File: config.mk
export PLATFORM = sky130hd
export DESIGN_NAME = fir_coef_bank
export DESIGN_NICKNAME = d
export VERILOG_FILES = /design/src/rtl/fir_coef_bank.sv
export SDC_FILE = /design/constraint.sdc
export NUM_CORES = 1
export LEC_CHECK = 0
export ABC_AREA = 1
export BUFFER_PORTS_ARGS = -buffer_cell sky130_fd_sc_hd__buf_4
export CORE_MARGIN = 4
export CORE_UTILIZATION = 24
export CTS_BUF_LIST = sky130_fd_sc_hd__clkbuf_4
export DETAILED_ROUTE_END_ITERATION = 7
export RECOVER_POWER = 25
export SYNTH_ARGS = -nofsm -noshare
export SYNTH_HDL_FRONTEND = slang
export SYNTH_SLANG_ARGS = --single-unit
File: constraint.sdc
create_clock -name clk -period 25.1 [get_ports clk]
set_clock_uncertainty 0.1 [all_clocks]
set_input_delay 5.02 -clock clk [delete_from_list [all_inputs] [get_ports clk]]
set_output_delay 5.02 -clock clk [all_outputs]
set_load 0.005 [all_outputs]
File: src/rtl/fir_coef_bank.sv
`default_nettype none
// ============================================================================
//  Module   : fir_coef_bank
//  Purpose  : Double-buffered FIR coefficient store. The FIR tap reads the
//             active bank through a registered port. A host-side writer fills
//             the shadow bank, and a requested bank swap takes effect on the
//             next sample strobe so that no filter pass mixes two sets.
//  Ports    : clk, reset (async, active-high)
//             data_en         sample strobe, marks the swap boundary
//             coef_addr       tap read address
//             coefficients    registered read data (0 when out of range)
//             wr_start        restart the load of the shadow bank
//             wr_en, wr_data  write one coefficient at the write pointer
//             swap_req        arm a bank swap once the load is complete
//             load_done       shadow bank holds a complete set
//             swap_pending    swap armed, waiting for data_en
//             active_bank     index of the bank being read
//             wr_overflow     sticky: a write hit a full or frozen shadow
//  Revision : 1.0  initial release
// ============================================================================
module fir_coef_bank #(
    parameter int NUM_TAPS = 16,
    parameter int ADDR_W   = 8,
    parameter int COEF_W   = 16
) (
    input  logic              clk,
    input  logic              reset,
    input  logic              data_en,
    input  logic [ADDR_W-1:0] coef_addr,
    output logic [COEF_W-1:0] coefficients,
    input  logic              wr_start,
    input  logic              wr_en,
    input  logic [COEF_W-1:0] wr_data,
    input  logic              swap_req,
    output logic              load_done,
    output logic              swap_pending,
    output logic              active_bank,
    output logic              wr_overflow
);

    localparam int c_LAST = NUM_TAPS - 1;

    typedef enum logic [1:0] {
        S_IDLE         = 2'd0,
        S_LOADING      = 2'd1,
        S_LOADED       = 2'd2,
        S_SWAP_PENDING = 2'd3
    } state_t;

    state_t            r_state;
    state_t            w_state_nxt;
    logic [ADDR_W-1:0] r_ptr;
    logic [ADDR_W-1:0] w_ptr_nxt;
    logic [ADDR_W-1:0] w_wr_idx;
    logic              w_write;
    logic              w_swap;
    logic              r_ovf;
    logic              w_ovf_nxt;
    logic              r_active;
    logic [COEF_W-1:0] r_coef;
    logic [COEF_W-1:0] w_rd_data;
    logic              w_last;

    logic [COEF_W-1:0] r_bank [2][NUM_TAPS];

    assign w_last = (32'(r_ptr) == c_LAST);

    // ------------------------------------------------------------------
    // State register
    // ------------------------------------------------------------------
    always_ff @(posedge clk or posedge reset) begin
        if (reset) begin
            r_state <= S_IDLE;
        end else begin
            r_state <= w_state_nxt;
        end
    end

    // ------------------------------------------------------------------
    // Next-state, write-pointer and flag decode. wr_start takes priority
    // over everything: it restarts the load (cancelling any armed swap),
    // and a write in the same cycle lands at index 0.
    // ------------------------------------------------------------------
    always_comb begin
        w_state_nxt = r_state;
        w_ptr_nxt   = r_ptr;
        w_wr_idx    = r_ptr;
        w_write     = 1'b0;
        w_swap      = 1'b0;
        w_ovf_nxt   = r_ovf;

        if (wr_start) begin
            w_ovf_nxt = 1'b0;
            w_wr_idx  = '0;
            if (wr_en) begin
                w_write     = 1'b1;
                w_ptr_nxt   = ADDR_W'(1);
                w_state_nxt = (NUM_TAPS == 1) ? S_LOADED : S_LOADING;
            end else begin
                w_ptr_nxt   = '0;
                w_state_nxt = S_LOADING;
            end
        end else begin
            case (r_state)
                S_LOADING: begin
                    if (wr_en) begin
                        w_write   = 1'b1;
                        w_ptr_nxt = r_ptr + ADDR_W'(1);
                        if (w_last) begin
                            w_state_nxt = S_LOADED;
                        end
                    end
                end
                S_LOADED: begin
                    // The arming cycle never swaps, even with data_en high.
                    if (swap_req) begin
                        w_state_nxt = S_SWAP_PENDING;
                    end
                end
                S_SWAP_PENDING: begin
                    if (data_en) begin
                        w_swap      = 1'b1;
                        w_state_nxt = S_IDLE;
                    end
                end
                default: begin
                    w_state_nxt = r_state;
                end
            endcase
            if (wr_en && (r_state != S_LOADING)) begin
                w_ovf_nxt = 1'b1;
            end
        end
    end

    // ------------------------------------------------------------------
    // Pointer, sticky overflow and active-bank registers
    // ------------------------------------------------------------------
    always_ff @(posedge clk or posedge reset) begin
        if (reset) begin
            r_ptr    <= '0;
            r_ovf    <= 1'b0;
            r_active <= 1'b0;
        end else begin
            r_ptr <= w_ptr_nxt;
            r_ovf <= w_ovf_nxt;
            if (w_swap) begin
                r_active <= ~r_active;
            end
        end
    end

    // ------------------------------------------------------------------
    // Coefficient storage. Writes only ever target the shadow bank; a
    // write and a swap can never occur in the same cycle.
    // ------------------------------------------------------------------
    always_ff @(posedge clk or posedge reset) begin
        if (reset) begin
            for (int b = 0; b < 2; b++) begin
                for (int t = 0; t < NUM_TAPS; t++) begin
                    r_bank[b][t] <= '0;
                end
            end
        end else if (w_write) begin
            for (int t = 0; t < NUM_TAPS; t++) begin
                if (w_wr_idx == ADDR_W'(t)) begin
                    r_bank[~r_active][t] <= wr_data;
                end
            end
        end
    end

    // ------------------------------------------------------------------
    // Read path: addresses at or beyond NUM_TAPS match no entry and
    // therefore return zero.
    // ------------------------------------------------------------------
    always_comb begin
        w_rd_data = '0;
        for (int t = 0; t < NUM_TAPS; t++) begin
            if (coef_addr == ADDR_W'(t)) begin
                w_rd_data = r_bank[r_active][t];
            end
        end
    end

    always_ff @(posedge clk or posedge reset) begin
        if (reset) begin
            r_coef <= '0;
        end else begin
            r_coef <= w_rd_data;
        end
    end

    assign coefficients = r_coef;
    assign load_done    = (r_state == S_LOADED) || (r_state == S_SWAP_PENDING);
    assign swap_pending = (r_state == S_SWAP_PENDING);
    assign active_bank  = r_active;
    assign wr_overflow  = r_ovf;

endmodule
`default_nettype wire

After elaboration in Yosys (flattened, before gate mapping)
Index checks and enable logic that the tools add are counted.
Widths: inputs -> output; s select.
- flip-flop bits (word level): 540
- bits of input ports: 30
- output and inout port bits: 20
- logic and storage cells: 211
- add/subtract/negate cells: 1
- magnitude comparators: 3
- equality and inequality tests: 39
- muxes and demuxes: 117
- bitwise logic cells: 3
- reductions and logical operators: 11
- operators with widths (kind ; count):
    $mux 512 ; 31
    $bwmux 512 ; 16
    $demux 256 s1 ; 16
    $mux 256 ; 4
    $mux 16 ; 17
    $mux 240 ; 1
    $mux 224 ; 1
    $mux 208 ; 1
    $mux 192 ; 1
    $mux 176 ; 1
    $mux 160 ; 1
    $mux 144 ; 1
    $eq 8x4->1 const B ; 17
    $mux 128 ; 1
    $mux 112 ; 1
    $mux 96 ; 1
    $mux 80 ; 1
    $eq 8x3->1 const B ; 8
    $mux 64 ; 1
    $mux 48 ; 1
    $eq 8x2->1 const B ; 4
    $mux 32 ; 1
    $mux 8 ; 4
    $eq 8x1->1 const B ; 2
    19 further kinds ; 41

Longest topological paths before layout
- depth in word-level cells: 53
- mapped depth: 15
- depth with buffers taken out: 13

Least setup slack after synthesis
Ideal clock, no wire load.
- path kind: input to register
- from: in coef_addr[7]
- to: reg r_coef[5], in the netlist coefficients[5]
- library setup time: 0.127 ns
- arrival: 6.385 ns
- required time: 24.873 ns
- path slack: 18.488 ns
- stages: 14
- path buffers: 1
- cell sequence: nor2_1 nand2_2 clkinv_1 nand2_1 buf_2 nor2_1 nor2_1 nand3_1 nor2_1 nand4_1 nand2_1 nand4_1 nand2_1 nand3_1
- word-level cells in the longest chain between the ends: 17
- elaborated cells between the ends (all ways): 32
- those cells by class: eq/ne: 15; mux: 16; reduce/logical: 1
- ends and longest elaborated chain (what ; RTL line ; source):
    start, declared ; 29 ; input logic [ADDR_W-1:0] coef_addr,
    $logic_not 8->1 ; 180 ; if (coef_addr == ADDR_W'(t)) begin
    $mux 16 (15 in series) ; 180 ;
    $mux 16 (*) ; 180 ;
    named net w_rd_data[5] ; 61 ; logic [COEF_W-1:0] w_rd_data;
    end signal, assigned ; 190 ; r_coef <= w_rd_data;
    end, declared ; 60 ; logic [COEF_W-1:0] r_coef;
Mark *: on every way through the listed nets, which the timed path passes. The rest lies on a longest branch.
A chain may end at the register's enable or synchronous reset.

==> results.cfg <==
[clock_network]
cts_sinks = 540
cts_root_buffer = clkbuf_4
cts-buffers-inserted = 140
postCtsSetupBuffers = 0
cts_buffer_depth = 3
cts_resized = 0
cts-htree-levels = 4
clkSlewWorstSetupHoldPaths_ns = 0.06
cts_tree = built
cts_hold_buf = 0
clk_latency_ns = 0.98

[hold_path]
hold_class = flip-flop to flip-flop
min_path_cells = 2
min_from = r_bank[24]$_DFFE_PP0P_
worst_hold_path.endpoint = r_bank[24]$_DFFE_PP0P_

[setup_path]
reg2reg_depth = 7
timing.rr.end = r_bank[447]$_DFFE_PP0P_
critPathMaxStageDelay_ns = 3.29
worstPathRequired_ns = 25.96
critical_path_arrival_ns = 13.14
path_cells = clkbuf_1 -> clkinvlp_2 -> clkbuf_1 -> buf_4 -> buf_4
crit_path_top_delay_cell = clkinvlp_2
cp_max_fo = 130
r2r_slack_ns = 20.97
cp-start-kind = input pin
endpoint_kind = async pin
r2r_start = active_bank$_DFFE_PP0P_
crit_type = input pin to async pin

[power_and_ir_drop]
comb_power_share_pct = 22.8
power_mw = 2.35
p_per_area_nw_per_um2 = 85.7
power.share.clock_pct = 32.7
power.leakage_nw = 12.7
power.internal_mw = 1.55
peakVddDrop_mv = 0.0618
switching_share_pct = 34.3
switchingPower_mw = 0.807
seqPwrFrac_pct = 44.5

[sta]
finalSetupViolCount = 0
fin_crit_ns = 12.28
finalHoldViolCount = 0
fin_crit_sh_pct = 48.9
max_freq_mhz = 81.4
relSlewSlack_pct = -312
grt_setup_unrepaired = false
setup_slack_ns = 12.82
fin_setup_tns_ns = 0
slew_violations = 341
worst_pin_slew_ns = 6.19

[placed_design]
numPortBuffers = 49
post-place-ws_ns = 16.53
place.gp.congestion = 0.922
dp_hpwl_um = 48300

[yosys]
postSynthCellCount = 2921
yosysWarnings = 0
synth_mux_area_share_pct = 0.206
synthDistinctLibCells = 34
synthSimpleGateAreaFrac_pct = 23.5
syn_area_um2 = 24200
ys_ff_latch = 540
synth_top_family_by_area = simple AND/OR/NAND/NOR gates
syn_nets = 2955
seq_area_frac_synth_pct = 55.7
synth_compound_area_share_pct = 15.7
synth_adder_area_share_pct = 0.206
syn_avg_cell_area_um2 = 8.30
synth-xor-area-share_pct = 0.0361

[route]
dr.first_iter.drc_count = 2220
wl_per_cell_um = 17.9
post-route-drc-count = 2
finalWirelength_um = 77700
ant_nets = 0
drt_pre_antenna_iters = 8
vias = 20500
viasPerCell = 4.74

[floorplanning]
start_util_pct = 24.2
core_area_um2 = 100000
dieArea_um2 = 106000
io_pins = 50
rows = 116
die_y_um = 326
die_x_um = 326

[finish]
finish.net_count = 2966
fillCellCount = 10900
drive_above_1_share_pct = 13.5
layout_common_cells = 1014 x nand2_1, 543 x o21ai_0, 539 x dfrtp_1, 202 x clkbuf_4, 113 x nor2_1
final_common_cell = nand2_1
synthToLayoutAreaGrowth_pct = 13.2

[outcome]
status = complete, but fails checks
violations = DRC, capacitance limit, slew limit

[global_route]
grt_pass1_wl_um = 120000
grt_pass1_vias = 19500
grt_overflow = 0
grt_usage_pct = 14.5
grt_max_degree = 179
antenna_found_initial = 5

[job]
maxCapViolations = 5
[how the worst max path moves through the flow]
stage	start	end	slack (ns)
floorplan	reset	active_bank$_DFFE_PP0P_	4.89
global placement	reset	r_bank[508]$_DFFE_PP0P_	16.52
detailed placement	reset	r_bank[508]$_DFFE_PP0P_	16.53
CTS	reset	r_bank[504]$_DFFE_PP0P_	17.56
global route	reset	r_bank[250]$_DFFE_PP0P_	11.21
finish	reset	r_bank[248]$_DFFE_PP0P_	12.82
[cell type report]
cell class | instances | area [um2] | share of cell area [%]
flip-flops and latches | 540 | 13500 | 49.2
multi-input cells | 2092 | 9620 | 35.0
well taps | 1298 | 1620 | 5.92
clock buffers | 202 | 1520 | 5.52
repair buffers | 93 | 677 | 2.47
inverters | 65 | 253 | 0.921
clock inverters | 37 | 235 | 0.857
diodes | 5 | 12.5 | 0.0456
[routing by layer]
metal	up-vias	global-route usage (%)	part of all wire [%]	routed length [um]
li1	9681	-	-	-
met1	9943	19.9	44	34400
met2	772	22.2	45	35200
met3	143	3.57	7.6	5890
met4	2	5.10	2.9	2220
met5	-	0	0.017	13
[cells by family (layout without fill, tap and decap cells)]
| group | after synthesis | after routing |
|---|---|---|
| other | 0 | 5 |
| AND/OR/NAND/NOR | 1376 | 1376 |
| buffers and inverters | 289 | 397 |
| XOR/XNOR | 1 | 1 |
| adder cells (fa/ha/maj) | 4 | 4 |
| multiplexers | 5 | 5 |
| flip-flops | 540 | 540 |
| AO/OA/AOI/OAI | 706 | 706 |
[cell usage after synthesis]
cell type  instances  area (um2)
nor3_1            10        50.1
buf_4              4        30.0
o21ai_2            1        8.76
clkinv_1           2        7.51
a21boi_0           2        15.0
mux2i_1            5        50.1
nor4_4             1        21.3
nor2_2             1        6.26
ha_1               4        50.1
o21ai_0          542        2710
a22o_1             1        8.76
nand4_1           33         206
inv_1             62         233
o21ai_1           27         135
a311oi_1           1        8.76
nand3_1           94         470
clkbuf_1         191         717
nor2_1           116         435
buf_2             22         110
nand2_2            1        6.26
nor3_2             1        10.0
dfrtp_1          540       13500
o211ai_1          97         728
inv_2              1        3.75
buf_1              7        26.3
nor4_2             1        12.5
xor2_1             1        8.76
a21oi_1           33         165
nand3b_1           5        37.5
or2_2             97         607
nand2_1         1014        3810
o22ai_1            1        6.26
o311ai_0           1        8.76
nor3_4             2        32.5
[sequential cells by signal (all words and copies together) (netlist names)]
register and cells:
r_ptr 8, r_state 2, wr_overflow 1, active_bank 1, coefficients 16, r_bank 512
[through the flow]
| stage | utilization (%) | instances | cell area, um2 | hold WS [ns] |
|---|---|---|---|---|
| finish | 27.4 | 4332 | 27500 | 0.378 |
| global route | 27.4 | 4329 | 27400 | 0.396 |
| detailed placement | 25.7 | 4088 | 25700 | 0.364 |
| CTS | 27.4 | 4327 | 27500 | 0.380 |
| global placement | 25.7 | 4088 | 25700 | 0.357 |
| floorplan | - | 2921 | 24200 | 0.345 |
[critical path: cells and delay by family]
kind / cells / cell delay, ns
buffers and inverters: 5 / 7.84
[power by group through the flow]
stage | sequential [mW] | combinational [mW] | clock [mW]
6_report | 1.05 | 0.536 | 0.768
3_3_place_gp | 1.06 | 0.534 | 0
4_1_cts | 1.05 | 0.537 | 0.789
2_1_floorplan | 1.04 | 0.375 | 0
5_1_grt | 1.06 | 0.596 | 0.837
3_5_place_dp | 1.06 | 0.535 | 0
(Power assumes the default switching activity.)
